**config.mk**
```make
export PLATFORM = sky130hd
export DESIGN_NAME = map_read_arbiter
export DESIGN_NICKNAME = d
export VERILOG_FILES = /design/src/rtl/map_read_arbiter.sv
export SDC_FILE = /design/constraint.sdc
export NUM_CORES = 1
export LEC_CHECK = 0
export BUFFER_PORTS_ARGS = -buffer_cell sky130_fd_sc_hd__buf_2
export CAP_MARGIN = 20
export CORE_ASPECT_RATIO = 1.5
export CORE_MARGIN = 5
export CORE_UTILIZATION = 45
export DETAILED_ROUTE_END_ITERATION = 16
export PLACE_DENSITY = 0.87
export RECOVER_POWER = 100
export SYNTH_ARGS = -nofsm -noshare
export SYNTH_HDL_FRONTEND = slang
export SYNTH_SLANG_ARGS = --single-unit
```
**constraint.sdc**
```tcl
create_clock -name clk_i -period 1.15 [get_ports clk_i]
set_clock_uncertainty 0.15 [all_clocks]
set_input_delay 0.115 -clock clk_i [delete_from_list [all_inputs] [get_ports clk_i]]
set_output_delay 0.115 -clock clk_i [all_outputs]
set_load 0.005 [all_outputs]
```
**src/rtl/map_read_arbiter.sv**
```systemverilog
// Round-robin arbiter that shares the map ROM game-logic read port among
// NUM_REQ requesters, with a fully pipelined tag path to route responses.
// Define MAP_ARB_FIXED_PRIORITY_EN for lowest-index-wins arbitration.
module map_read_arbiter #(
  parameter int NUM_REQ      = 2,
  parameter int READ_LATENCY = 1,
  parameter int ADDR_W       = 10
) (
  input  logic                       clk_i,
  input  logic                       reset_i,
  input  logic [NUM_REQ-1:0]         req_valid_i,
  input  logic [NUM_REQ*ADDR_W-1:0]  req_col_i,
  input  logic [NUM_REQ*ADDR_W-1:0]  req_row_i,
  output logic [NUM_REQ-1:0]         req_ready_o,
  output logic [NUM_REQ-1:0]         rsp_valid_o,
  output logic [7:0]                 rsp_data_o,
  output logic [ADDR_W-1:0]          map_col_addr_o,
  output logic [ADDR_W-1:0]          map_row_addr_o,
  input  logic [7:0]                 map_data_i,
  output logic                       idle_o
);

  localparam int ID_W = 3;
  localparam int LAST = READ_LATENCY;

  logic            grant_vld;
  logic [ID_W-1:0] grant_idx;

`ifdef MAP_ARB_FIXED_PRIORITY_EN
  // Descending scan so the lowest asserted index is the final assignment.
  always_comb begin
    // NOTE: every always_comb output gets a default first so no path infers a latch.
    grant_vld = 1'b0;
    grant_idx = '0;
    for (int i = NUM_REQ - 1; i >= 0; i--) begin
      if (req_valid_i[i]) begin
        grant_vld = 1'b1;
        grant_idx = ID_W'(i);
      end
    end
    if (reset_i) grant_vld = 1'b0;
  end
`else
  logic [ID_W-1:0] ptr_q, ptr_d;

  // Search ptr+1, ptr+2, ... modulo NUM_REQ; first valid requester wins.
  always_comb begin
    grant_vld = 1'b0;
    grant_idx = '0;
    for (int k = 1; k <= NUM_REQ; k++) begin
      for (int i = 0; i < NUM_REQ; i++) begin
        if (!grant_vld && req_valid_i[i] && (((int'(ptr_q) + k) % NUM_REQ) == i)) begin
          grant_vld = 1'b1;
          grant_idx = ID_W'(i);
        end
      end
    end
    if (reset_i) grant_vld = 1'b0;
  end

  assign ptr_d = grant_vld ? grant_idx : ptr_q;

  always_ff @(posedge clk_i) begin
    // NOTE: sequential state uses non-blocking assignments only; combinational blocks use blocking.
    if (reset_i) ptr_q <= ID_W'(NUM_REQ - 1);
    else         ptr_q <= ptr_d;
  end
`endif

  logic [ADDR_W-1:0] sel_col, sel_row;

  always_comb begin
    req_ready_o = '0;
    sel_col     = '0;
    sel_row     = '0;
    for (int i = 0; i < NUM_REQ; i++) begin
      if (grant_idx == ID_W'(i)) begin
        req_ready_o[i] = grant_vld;
        sel_col        = req_col_i[i*ADDR_W +: ADDR_W];
        sel_row        = req_row_i[i*ADDR_W +: ADDR_W];
      end
    end
  end

  logic [ADDR_W-1:0] map_col_q, map_col_d;
  logic [ADDR_W-1:0] map_row_q, map_row_d;
  logic [LAST:0]     tag_valid_q, tag_valid_d;
  logic [ID_W-1:0]   tag_id_q [0:LAST];
  logic [NUM_REQ-1:0] rsp_valid_q, rsp_valid_d;
  logic [7:0]        rsp_data_q, rsp_data_d;

  assign map_col_d   = grant_vld ? sel_col : map_col_q;
  assign map_row_d   = grant_vld ? sel_row : map_row_q;
  assign tag_valid_d = {tag_valid_q[LAST-1:0], grant_vld};

  // The last tag stage lines up with map_data for the read it describes.
  always_comb begin
    rsp_valid_d = '0;
    for (int i = 0; i < NUM_REQ; i++) begin
      rsp_valid_d[i] = tag_valid_q[LAST] && (tag_id_q[LAST] == ID_W'(i));
    end
    rsp_data_d = tag_valid_q[LAST] ? map_data_i : rsp_data_q;
  end

  always_ff @(posedge clk_i) begin
    if (reset_i) begin
      map_col_q   <= '0;
      map_row_q   <= '0;
      tag_valid_q <= '0;
      rsp_valid_q <= '0;
      rsp_data_q  <= '0;
    end else begin
      map_col_q   <= map_col_d;
      map_row_q   <= map_row_d;
      tag_valid_q <= tag_valid_d;
      rsp_valid_q <= rsp_valid_d;
      rsp_data_q  <= rsp_data_d;
    end
  end

  // NOTE: tag ids are only meaningful under tag_valid_q, so this pipe carries no reset.
  always_ff @(posedge clk_i) begin
    tag_id_q[0] <= grant_idx;
    for (int s = 1; s <= LAST; s++) begin
      tag_id_q[s] <= tag_id_q[s-1];
    end
  end

  assign map_col_addr_o = map_col_q;
  assign map_row_addr_o = map_row_q;
  assign rsp_valid_o    = rsp_valid_q;
  assign rsp_data_o     = rsp_data_q;
  assign idle_o         = ~|tag_valid_q & ~|req_valid_i;

endmodule

```
* Yosys cells after proc, flatten, opt, wreduce, memory -nomap -nowiden
Memories as Yosys holds them, arrays and structs flattened. Index checks and enable logic that the tools add are counted.
Operators by class: bitwise gates (word level) 3, mux-type cells 14, add/subtract/negate cells 2, reduce and logical (&&, ||, !) cells 20, equal/unequal tests 4
Operator list (count):
- $logic_not A32 Y1 | 2
- $mux W10 | 4
- $mux W1 | 10
- $logic_and A1 B1 Y1 | 9
- $eq A3 B1 Y1 const B | 2
- $logic_not A3 Y1 | 2
- $logic_not A1 Y1 | 5
- $eq A2 B2 Y1 const B | 2
- $reduce_or A2 Y1 | 2
- $add A1 B1 Y1 const B | 2
- $and A1 B1 Y1 const A | 2
- $and A1 B1 Y1 | 1
Word-level totals: memory bits (writable) 6, output and inout port bits 33, register bits after elaboration 33, memories 1, word-level logic and storage cells 50, bits of input ports 52
Memory list:
- tag_id_q | words 2, bits a word 3, rd ports 2, clocked after Yosys merged registers in 0, wr ports 2, RTL line 88 | logic [ID_W-1:0] tag_id_q [0:LAST];

* Logic depth before layout (Yosys ltp)
Gate-level depths: netlist (run 1).
depth in word-level cells 20, depth in mapped cells 5, depth with buffers taken out 3

* Worst setup path after synthesis (run 1)
No wires, ideal clock.
kind register -> output, from register tag_valid_q[1], to output idle_o, path buffers 1, stages on the path, launching flop included 3, data required time 885 ps, arrival 811 ps, slack 74 ps, path through dfxtp_1 > buf_2 > nor4_1
Between the ends: longest elaborated chain between the ends 3
Ends and longest elaborated chain:
- from (decl) | RTL line 87 | logic [LAST:0] tag_valid_q, tag_valid_d;
- from (signal assigned) | RTL line 115 | tag_valid_q <= tag_valid_d;
- $reduce_or A2 Y1 | RTL line 133 | assign idle_o = ~|tag_valid_q & ~|req_valid_i;
- $logic_not A1 Y1 | RTL line 133
- $and A1 B1 Y1 | RTL line 133
- to (decl) | RTL line 20 | output logic idle_o
Every way passes these cells.

* Worst setup path in the final report (run 1)
from register tag_valid_q[0], to output idle_o
The elaborated chain is that of the path after synthesis.

==> results of run 1 <==
## state kept, by name, summed over array words and instances, names as in the netlist
register	flops
rsp_valid_o	2
ptr_q	1
tag_valid_q	2
rsp_data_o	8
map_row_addr_o	10
tag_id_q	2
map_col_addr_o	10
## what timing repair did
action,CTS,global route
gates cloned,2,1
hold buffers,29,0
pin swaps,5,3
setup buffers,4,0
resized for setup,14,6
hold endpoints to repair,29,0
endpoints found under the setup margin,32,24
## cell families (layout without fill, tap and decap cells)
group | count (synthesis) | in the layout | share of synthesized area
and+or+nand+nor | 40 | 41 | 0.113
AOI/OAI and AO/OA | 61 | 61 | 0.274
buffers and inverters | 40 | 159 | 0.144
DFF | 35 | 35 | 0.421
muxes | 8 | 8 | 0.0481
## per-layer routing
layer,share of wire,track usage
met5,0,0
met4,0.0083,0.0625
met3,0.069,0.0538
met2,0.55,0.359
met1,0.37,0.221
## synthesized netlist by cell type
cell type / instances
dfxtp_1: 35
nor2_1: 31
inv_1: 21
a21oi_1: 20
a31oi_1: 20
o221a_1: 20
buf_2: 9
mux2i_1: 8
buf_6: 7
buf_8: 2
nand2_4: 2
nor2b_1: 2
nor3b_1: 2
and3b_1: 1
buf_4: 1
nand2b_1: 1
nor4_1: 1
o21ai_0: 1
## metrics by stage
stage	hold WS (ps)	setup slack [ps]	cell area (sq um)
6_report	69.6	-126	2600
5_1_grt	74.6	-197	2600
4_1_cts	50.2	-144	2560
3_5_place_dp	163	-120	2070
3_3_place_gp	160	-15.2	2070
2_1_floorplan	112	73.7	1660
## cells in the final DEF (no fill, tap or decap), types with 3 or more instances in the layout
cell type      synthesis  final
a21oi_1               20     20
a31oi_1               20     17
a31oi_4                0      3
buf_2                  9     63
buf_4                  1     10
clkbuf_1               0     24
clkbuf_8               0      5
dfxtp_1               35     32
dlygate4sd3_1          0     29
inv_1                 21     21
mux2i_1                8      8
nor2_1                31     31
o221a_1               20     20
## worst max path at each step
stage,cells after the start,endpoint
floorplan,2,idle_o
detailed placement,2,idle_o
global placement,2,idle_o
finish,2,idle_o
CTS,2,idle_o
global route,2,idle_o
## cell type report
class / count / area [sq um]
Tap cell: 43 / 53.8
Clock inverter: 1 / 5.00
Multi-Input combinational cell: 110 / 803
Sequential cell: 35 / 709
Fill cell: 278 / 1010
Inverter: 21 / 78.8
Timing Repair Buffer: 130 / 877
Clock buffer: 7 / 76.3
## power groups by stage
stage / sequential [mW] / clock [mW] / combinational [mW]
2_1_floorplan: 1.37 / 0 / 0.318
4_1_cts: 1.35 / 0.855 / 0.662
3_3_place_gp: 1.38 / 0 / 0.506
3_5_place_dp: 1.37 / 0 / 0.521
6_report: 1.35 / 0.834 / 0.691
5_1_grt: 1.36 / 0.922 / 0.753
## critical path: stages, from the launching register on
cell     delay [ps]
dfxtp_2         330
nor4_4          250
buf_2           150
==> metrics.csv, run 1 <==
metric,value,unit
fin cells,347,
sequential element share of the synthesized area,0.421,
"Arr. time, crit path",1010,ps
Worst VDD drop,0.902,mV
RSZ-0062 raised after global routing,true,
Final Hold Vio Count,0,
switch share,0.271,
"Slew Viols, Final",0,
CP Class,register to output pin,
final WL,5280,um
clock share of power,0.290,
Die W,59.7,um
vias after detailed routing,1829,
Worst Setup SP,tag_valid_q[0],
Post-Syn Nets,236,
Antenna Cells,0,
R2R depth,4,
Cell variety after synth,18,
setup TNS,-1250,ps
Combinational Power Share,0.240,
Synth area leaders,"dfxtp_1 42%, o221a_1 14%, a31oi_1 7.5%, nor2_1 7.0%, a21oi_1 6.0%",
io pins,85,
Final ANT Viol Nets,0,
Hold Crit Start,req_row_i[1],
area grow syn2layout,56.5,%
total power,2.87,mW
CTS Buf Count,5,
Sink Count,35,
status,"finished, violations left",
first-pass GRT wire length,7910,um
Worst-Margin Slew,310,ps
Crit Reg-Reg Startpoint,ptr_q[0],
max-cap violation count,0,
Clock Path Buffers,2,
synth warn,0,
Initial Util,0.460,
pin count of the biggest net entering global routing,37,
core area,3610,sq um
dpl hpwl,3220,um
Pint,2.10,mW
share of layout cells above drive strength 1,0.313,
net load switching power,0.779,mW
#FFs+latches synth,35,
Flop pwr share,0.469,
Max Clk Rate,784,MHz
Slew headroom,0.794,
reg-to-reg endpoint,map_col_addr_o[4],
CP required,880,ps
failing checks,negative setup slack,
crit-path max FO,2,
Final period util,1.11,
die height,84.5,um
IO Port Bufs,84,
Yosys top cell by area,dfxtp_1,
FF-to-FF setup slack,-90,ps
Final Util,0.720,
dpl cells,303,
post-synth top area share,0.421,
WL/cell,15.2,um
min-delay worst type,input pin to register,
1st-iter DRT viols,43,
leak pwr,1.20,nW
TritonCTS clock tree,yes,
vias in the first global route,1794,
"Net count, final",355,
worst skew pair latency,280,ps
Final Critical Period,1280,ps
Overflow after GRT,0,
hold depth,4,
H-tree levels,2,
GRT Total Usage,0.201,
CP Capture Type,output pin,
"Cell Area, Synth",1660,sq um
DRC viols,0,
clk slew on worst S/H paths,70,ps
routability cong.,0.773,
Finish-stage setup viols,29,
Std-Cell Rows,27,
vias per cell,5.27,
Mean Syn Cell Area,9.04,sq um
CP Launch Type,register,
root buffer cell,clkbuf_8,
DIE AREA,5040,sq um
PD cells,1100,nW/um^2
drt pass-1 iters,4,
Worst Slack Setup Final,-126,ps
Worst Hold End,map_row_addr_o[1],
initial antenna violation count,0,
Post-Syn Instances,184,
Power figures use the tool's default switching activity.
==> inputs of run 2 (changes only) <==
--- a/config.mk
+++ b/config.mk
@@ -13,6 +13,8 @@
 export DETAILED_ROUTE_END_ITERATION = 16
 export PLACE_DENSITY = 0.87
 export RECOVER_POWER = 100
+export SETUP_SLACK_MARGIN = 0.5
+export SKIP_LAST_GASP = 1
 export SYNTH_ARGS = -nofsm -noshare
 export SYNTH_HDL_FRONTEND = slang
 export SYNTH_SLANG_ARGS = --single-unit
==> run 2 against run 1 <==
Against the previous run: the flow finishes with violations (negative hold slack, negative setup slack); sequential cell count unchanged; critical path depth unchanged; clock power rose by 2.5%; critical path type unchanged; largest cell class is now multi-input combinational cells; highest routed layer unchanged.
==> metrics.csv, run 2 (synthesized netlist as in run 1, its figures left out) <==
metric,value,unit,change
Max Clk Rate,752,MHz,was 784 MHz
Sink Count,35,,unchanged
TritonCTS clock tree,yes,,unchanged
"Net count, final",328,,was 355
failing checks,"negative hold slack, negative setup slack",,was negative setup slack
R2R depth,4,,unchanged
Worst VDD drop,0.825,mV,was 0.902 mV
"Slew Viols, Final",0,,unchanged
Finish-stage setup viols,21,,was 29
Clock Path Buffers,2,,unchanged
CTS Buf Count,5,,unchanged
DRC viols,0,,unchanged
1st-iter DRT viols,55,,was 43
Antenna Cells,0,,unchanged
crit-path max FO,2,,unchanged
reg-to-reg endpoint,map_row_addr_o[5],,was map_col_addr_o[4]
WL/cell,15.6,um,was 15.2 um
Overflow after GRT,0,,unchanged
Worst Slack Setup Final,-181,ps,was -126 ps
status,"finished, violations left",,unchanged
Initial Util,0.460,,unchanged
root buffer cell,clkbuf_8,,unchanged
first-pass GRT wire length,7400,um,was 7910 um
final WL,5010,um,was 5280 um
CP required,880,ps,about the same
initial antenna violation count,0,,unchanged
Hold Crit Start,map_data_i[6],,was req_row_i[1]
vias per cell,5.35,,was 5.27
Worst Setup SP,tag_valid_q[0],,unchanged
Crit Reg-Reg Startpoint,ptr_q[0],,unchanged
H-tree levels,2,,unchanged
"most common cell after layout, fill and taps aside",buf_2,,unchanged
Slew headroom,0.858,,was 0.794
routability cong.,0.713,,was 0.773
die height,84.5,um,unchanged
Worst setup endpoint,idle_o,,unchanged
CP Class,register to output pin,,unchanged
GRT Total Usage,0.185,,was 0.201
Final Hold Vio Count,27,,was 0
max-cap violation count,0,,unchanged
Final ANT Viol Nets,0,,unchanged
io pins,85,,unchanged
Final period util,1.16,,was 1.11
DIE AREA,5040,sq um,unchanged
CP Launch Type,register,,unchanged
RSZ-0062 raised after global routing,true,,unchanged
total power,2.90,mW,was 2.87 mW
share of layout cells above drive strength 1,0.552,,was 0.313
min-delay worst type,input pin to register,,unchanged
FF-to-FF setup slack,-40,ps,was -90 ps
drt pass-1 iters,4,,unchanged
leak pwr,1.21,nW,was 1.20 nW
fillers,284,,was 278
Std-Cell Rows,27,,unchanged
most frequent cells in the layout,"70 x buf_2, 30 x nor2_1, 30 x dfxtp_2",,"was 63 x buf_2, 32 x dfxtp_1, 31 x nor2_1"
worst skew pair latency,280,ps,about the same
Die W,59.7,um,unchanged
dpl hpwl,3100,um,was 3220 um
pin count of the biggest net entering global routing,37,,unchanged
PD cells,1160,nW/um^2,was 1100 nW/um^2
core area,3610,sq um,unchanged
CP Capture Type,output pin,,unchanged
vias after detailed routing,1711,,was 1829
vias in the first global route,1662,,was 1794
clk slew on worst S/H paths,70,ps,about the same
Worst-Margin Slew,212,ps,was 310 ps
Final Critical Period,1330,ps,was 1280 ps
IO Port Bufs,84,,unchanged
worst-case hold slack,-71.3,ps,was 69.6 ps
"Arr. time, crit path",1070,ps,was 1010 ps
area grow syn2layout,50.7,%,was 56.5%
==> run 2: cell types whose count changed in the layout (fill, tap and decap cells not counted), sizes merged <==
| cell | previous run | this run |
|---|---|---|
| dlygate4sd3 | 29 | 0 |
| buf | 78 | 102 |
| clkbuf | 30 | 6 |
| clkinv | 1 | 3 |
==> run 2: layout make-up <==
type	instances	area (sq um)	area share
multi-input combinational	110	800	0.319
clock inverter	3	15.0	0.00599
clock buffer	5	68.8	0.0274
timing repair buffer	103	746	0.297
sequential	35	746	0.297
tap	43	53.8	0.0215
inverter	21	78.8	0.0314
==> run 2: critical path, stage by stage (launching register included) <==
cell and delay [ps]:
dfxtp_2 350, nor4_4 280, buf_2 160
==> run 2: power by group <==
group,total [mW],leakage (nW),internal (mW),switching (mW)
Combinational,0.670,0.867,0.366,0.304
Clock,0.855,0.0477,0.414,0.441
Sequential,1.37,0.300,1.31,0.0584
Total,2.90,1.21,2.09,0.803
==> run 2: metal layers <==
metal | wire length (um) | up-vias | GRT usage
met2 | 2710 | 58 | 0.315
met4 | 157 | 0 | 0.0948
li1 | - | 841 | -
met1 | 1870 | 795 | 0.206
met3 | 262 | 17 | 0.0431
met5 | 0 | - | 0
==> run 2: stage by stage <==
step           instance area, sq um  setup TNS, ps  std cells  setup slack (ps)  utilization
3_5_place_dp                   2080              0        299              13.2        0.576
3_3_place_gp                   2080              0        299              45.3        0.576
2_1_floorplan                  1710              0        184              99.6            -
5_1_grt                        2510          -1720        320              -256        0.694
6_report                       2510           -883        320              -181        0.694
4_1_cts                        2360           -885        316              -146        0.653
==> run 2: what timing repair did <==
item	4_1_cts	5_1_grt
endpoints found under the setup margin	66	67
cloned	2	0
pin swaps	2	3
gates resized for setup	46	22
endpoints found under the hold margin	28	28
buffers inserted	7	4
==> run 2: worst min path at each step <==
stage | slack, ps | endpoint | cells past startpoint
2_1_floorplan | 110 | rsp_data_o[1] | 2
3_3_place_gp | 160 | tag_id_q[0][3] | 0
3_5_place_dp | 170 | tag_id_q[0][3] | 0
4_1_cts | -90 | rsp_data_o[3] | 3
5_1_grt | -70 | rsp_data_o[6] | 3
6_report | -70 | rsp_data_o[6] | 3
==> inputs of run 3 (changes only) <==
--- a/config.mk
+++ b/config.mk
@@ -11,6 +11,7 @@
 export CORE_MARGIN = 5
 export CORE_UTILIZATION = 45
 export DETAILED_ROUTE_END_ITERATION = 16
+export GPL_TIMING_DRIVEN = 0
 export PLACE_DENSITY = 0.87
 export RECOVER_POWER = 100
 export SETUP_SLACK_MARGIN = 0.5
==> run 3 against run 2 <==
Against the previous run: the run still ends with negative hold slack, negative setup slack left; via count is 5.1% higher; utilization is 6.8 points higher; worst setup slack worse by 9.1 ps; clock-buffer cell count is 1 higher; combinational power is 18% higher; non-clock buffer count is 12 higher; final cell count is 3.4% higher; sequential share of layout area is 2.8 points lower; clock power is 35% higher; critical path type unchanged.
==> metrics.csv, run 3 (synthesized netlist as in run 1, its figures left out) <==
metric,value,unit,change
status,"finished, violations left",,unchanged
failing checks,"negative hold slack, negative setup slack",,unchanged
switch share,0.260,,was 0.277
dpl hpwl,3460,um,was 3100 um
GRT Total Usage,0.207,,was 0.185
vias after detailed routing,1799,,was 1711
Max Clk Rate,746,MHz,was 752 MHz
Most Frequent Cell on Critical Path,nand2_4,,
FF-to-FF setup slack,-120,ps,was -40 ps
Worst-Margin Slew,267,ps,was 212 ps
pin count of the biggest net entering global routing,12,,was 37
final WL,5770,um,was 5010 um
Finish-stage setup viols,29,,was 21
RSZ-0062 raised after global routing,true,,unchanged
clk slew on worst S/H paths,70,ps,about the same
TritonCTS clock tree,yes,,unchanged
reg-to-reg endpoint,map_row_addr_o[2],,was map_row_addr_o[5]
delay of the slowest critical-path stage,370,ps,was 350 ps
leak pwr,1.32,nW,was 1.21 nW
CP cell instances,nand2_4 > nand2_4 > buf_8 > nor2_2 > buf_2,,was nor4_4 > buf_2
PD cells,1200,nW/um^2,was 1160 nW/um^2
1st-iter DRT viols,54,,was 55
Std-Cell Rows,27,,unchanged
Crit Reg-Reg Startpoint,ptr_q[0],,unchanged
Flop pwr share,0.414,,was 0.473
Final ANT Viol Nets,0,,unchanged
Overflow after GRT,0,,unchanged
"Slew Viols, Final",0,,unchanged
core area,3610,sq um,unchanged
net load switching power,0.860,mW,was 0.803 mW
DRC viols,0,,unchanged
drt pass-1 iters,6,,was 4
Initial Util,0.460,,unchanged
Final period util,1.16,,about the same
Clock Path Buffers,2,,unchanged
io pins,85,,unchanged
Die W,59.7,um,unchanged
DIE AREA,5040,sq um,unchanged
WL/cell,17.4,um,was 15.6 um
worst-case hold slack,-81.5,ps,was -71.3 ps
crit-path max FO,4,,was 2
Final Hold Vio Count,28,,was 27
H-tree levels,2,,unchanged
Buf/Inv on CP,2,,was 1
Combinational Power Share,0.238,,was 0.231
Sink Count,35,,unchanged
"Arr. time, crit path",1070,ps,about the same
worst slack at placement,4.02,ps,was 13.2 ps
max-cap violation count,0,,unchanged
cell family with most CP delay,flip-flops,,unchanged
first-pass GRT wire length,8140,um,was 7400 um
vias per cell,5.44,,was 5.35
CP required,880,ps,about the same
most frequent cells in the layout,"75 x buf_2, 30 x nor2_1, 30 x dfxtp_2",,"was 70 x buf_2, 30 x nor2_1, 30 x dfxtp_2"
Stages on worst setup path,5,,was 2
routability cong.,0.735,,was 0.713
Worst VDD drop,1.09,mV,was 0.825 mV
min-delay worst type,input pin to register,,unchanged
CP Class,register to output pin,,unchanged
CP Launch Type,register,,unchanged
share of layout cells above drive strength 1,0.594,,was 0.552
Worst setup endpoint,req_ready_o[1],,was idle_o
initial antenna violation count,0,,unchanged
IO Port Bufs,81,,was 84
"most common cell after layout, fill and taps aside",buf_2,,unchanged
R2R depth,5,,was 4
Pint,2.45,mW,was 2.09 mW
worst skew pair latency,280,ps,about the same
clock share of power,0.348,,was 0.295
vias in the first global route,1813,,was 1662
"Slowest-stage cell, CP",dfxtp_4,,was dfxtp_2
Antenna Cells,0,,unchanged
Worst Setup SP,ptr_q[0],,was tag_valid_q[0]
area grow syn2layout,65.4,%,was 50.7%
"Net count, final",339,,was 328
Worst Slack Setup Final,-190,ps,was -181 ps
root buffer cell,clkbuf_8,,unchanged
Slew headroom,0.822,,was 0.858
CTS Buf Count,5,,unchanged
CP Capture Type,output pin,,unchanged
total power,3.31,mW,was 2.90 mW
Final Critical Period,1340,ps,was 1330 ps
die height,84.5,um,unchanged
Final Util,0.762,,was 0.694
[run 3: metal layers]
metal,vias to the layer above,share of wire,GRT usage
li1,862,-,-
met1,861,0.36,0.219
met2,66,0.56,0.369
met3,10,0.057,0.0585
met4,0,0.018,0.0806
met5,-,0,0
[run 3: repair_timing]
item | 4_1_cts | 5_1_grt
gates resized for setup | 45 | 35
endpoints found under the setup margin | 66 | 66
setup buffers | 9 | 2
hold endpoints to repair | 29 | 29
cloned | 1 | 3
pin swaps | 9 | 9
[run 3: worst min path at each step]
stage	start	to	slack (ps)	cells past startpoint
floorplan	map_data_i[1]	rsp_data_o[1]	110	2
global placement	tag_id_q[0][0]	tag_id_q[0][3]	160	0
detailed placement	tag_id_q[0][0]	tag_id_q[0][3]	170	0
CTS	map_data_i[3]	rsp_data_o[3]	-80	3
global route	map_data_i[6]	rsp_data_o[6]	-70	3
finish	map_data_i[4]	rsp_data_o[4]	-80	3
[run 3: per-stage QoR]
stage / TNS [ps] / cells / cell area [sq um]
floorplan: 0 / 184 / 1710
global placement: 0 / 308 / 2160
detailed placement: 0 / 308 / 2160
CTS: -2110 / 326 / 2490
global route: -3290 / 331 / 2750
finish: -2280 / 331 / 2750
[run 3: power by group through the flow]
stage / Clock (mW) / Sequential [mW] / Combinational, mW
2_1_floorplan: 0 / 1.38 / 0.332
3_3_place_gp: 0 / 1.37 / 0.555
3_5_place_dp: 0 / 1.37 / 0.569
4_1_cts: 1.15 / 1.36 / 0.642
5_1_grt: 1.22 / 1.38 / 0.852
6_report: 1.15 / 1.37 / 0.788
[run 3: worst reg2reg max path: cells and delay by family (launching register included)]
kind            cells  cell delay (ps)
compound gates      1              260
buf+inv             2              250
flops               1              370
simple gates        2              130
[run 3: cell type report]
class	instances	area, sq um
plain buffers	19	225
clock buffers	6	82.6
clock inverters	2	35.0
fillers	259	862
inverters	21	78.8
multi-input cells	109	853
flip-flops and latches	35	742
well taps	43	53.8
repair buffers	96	682
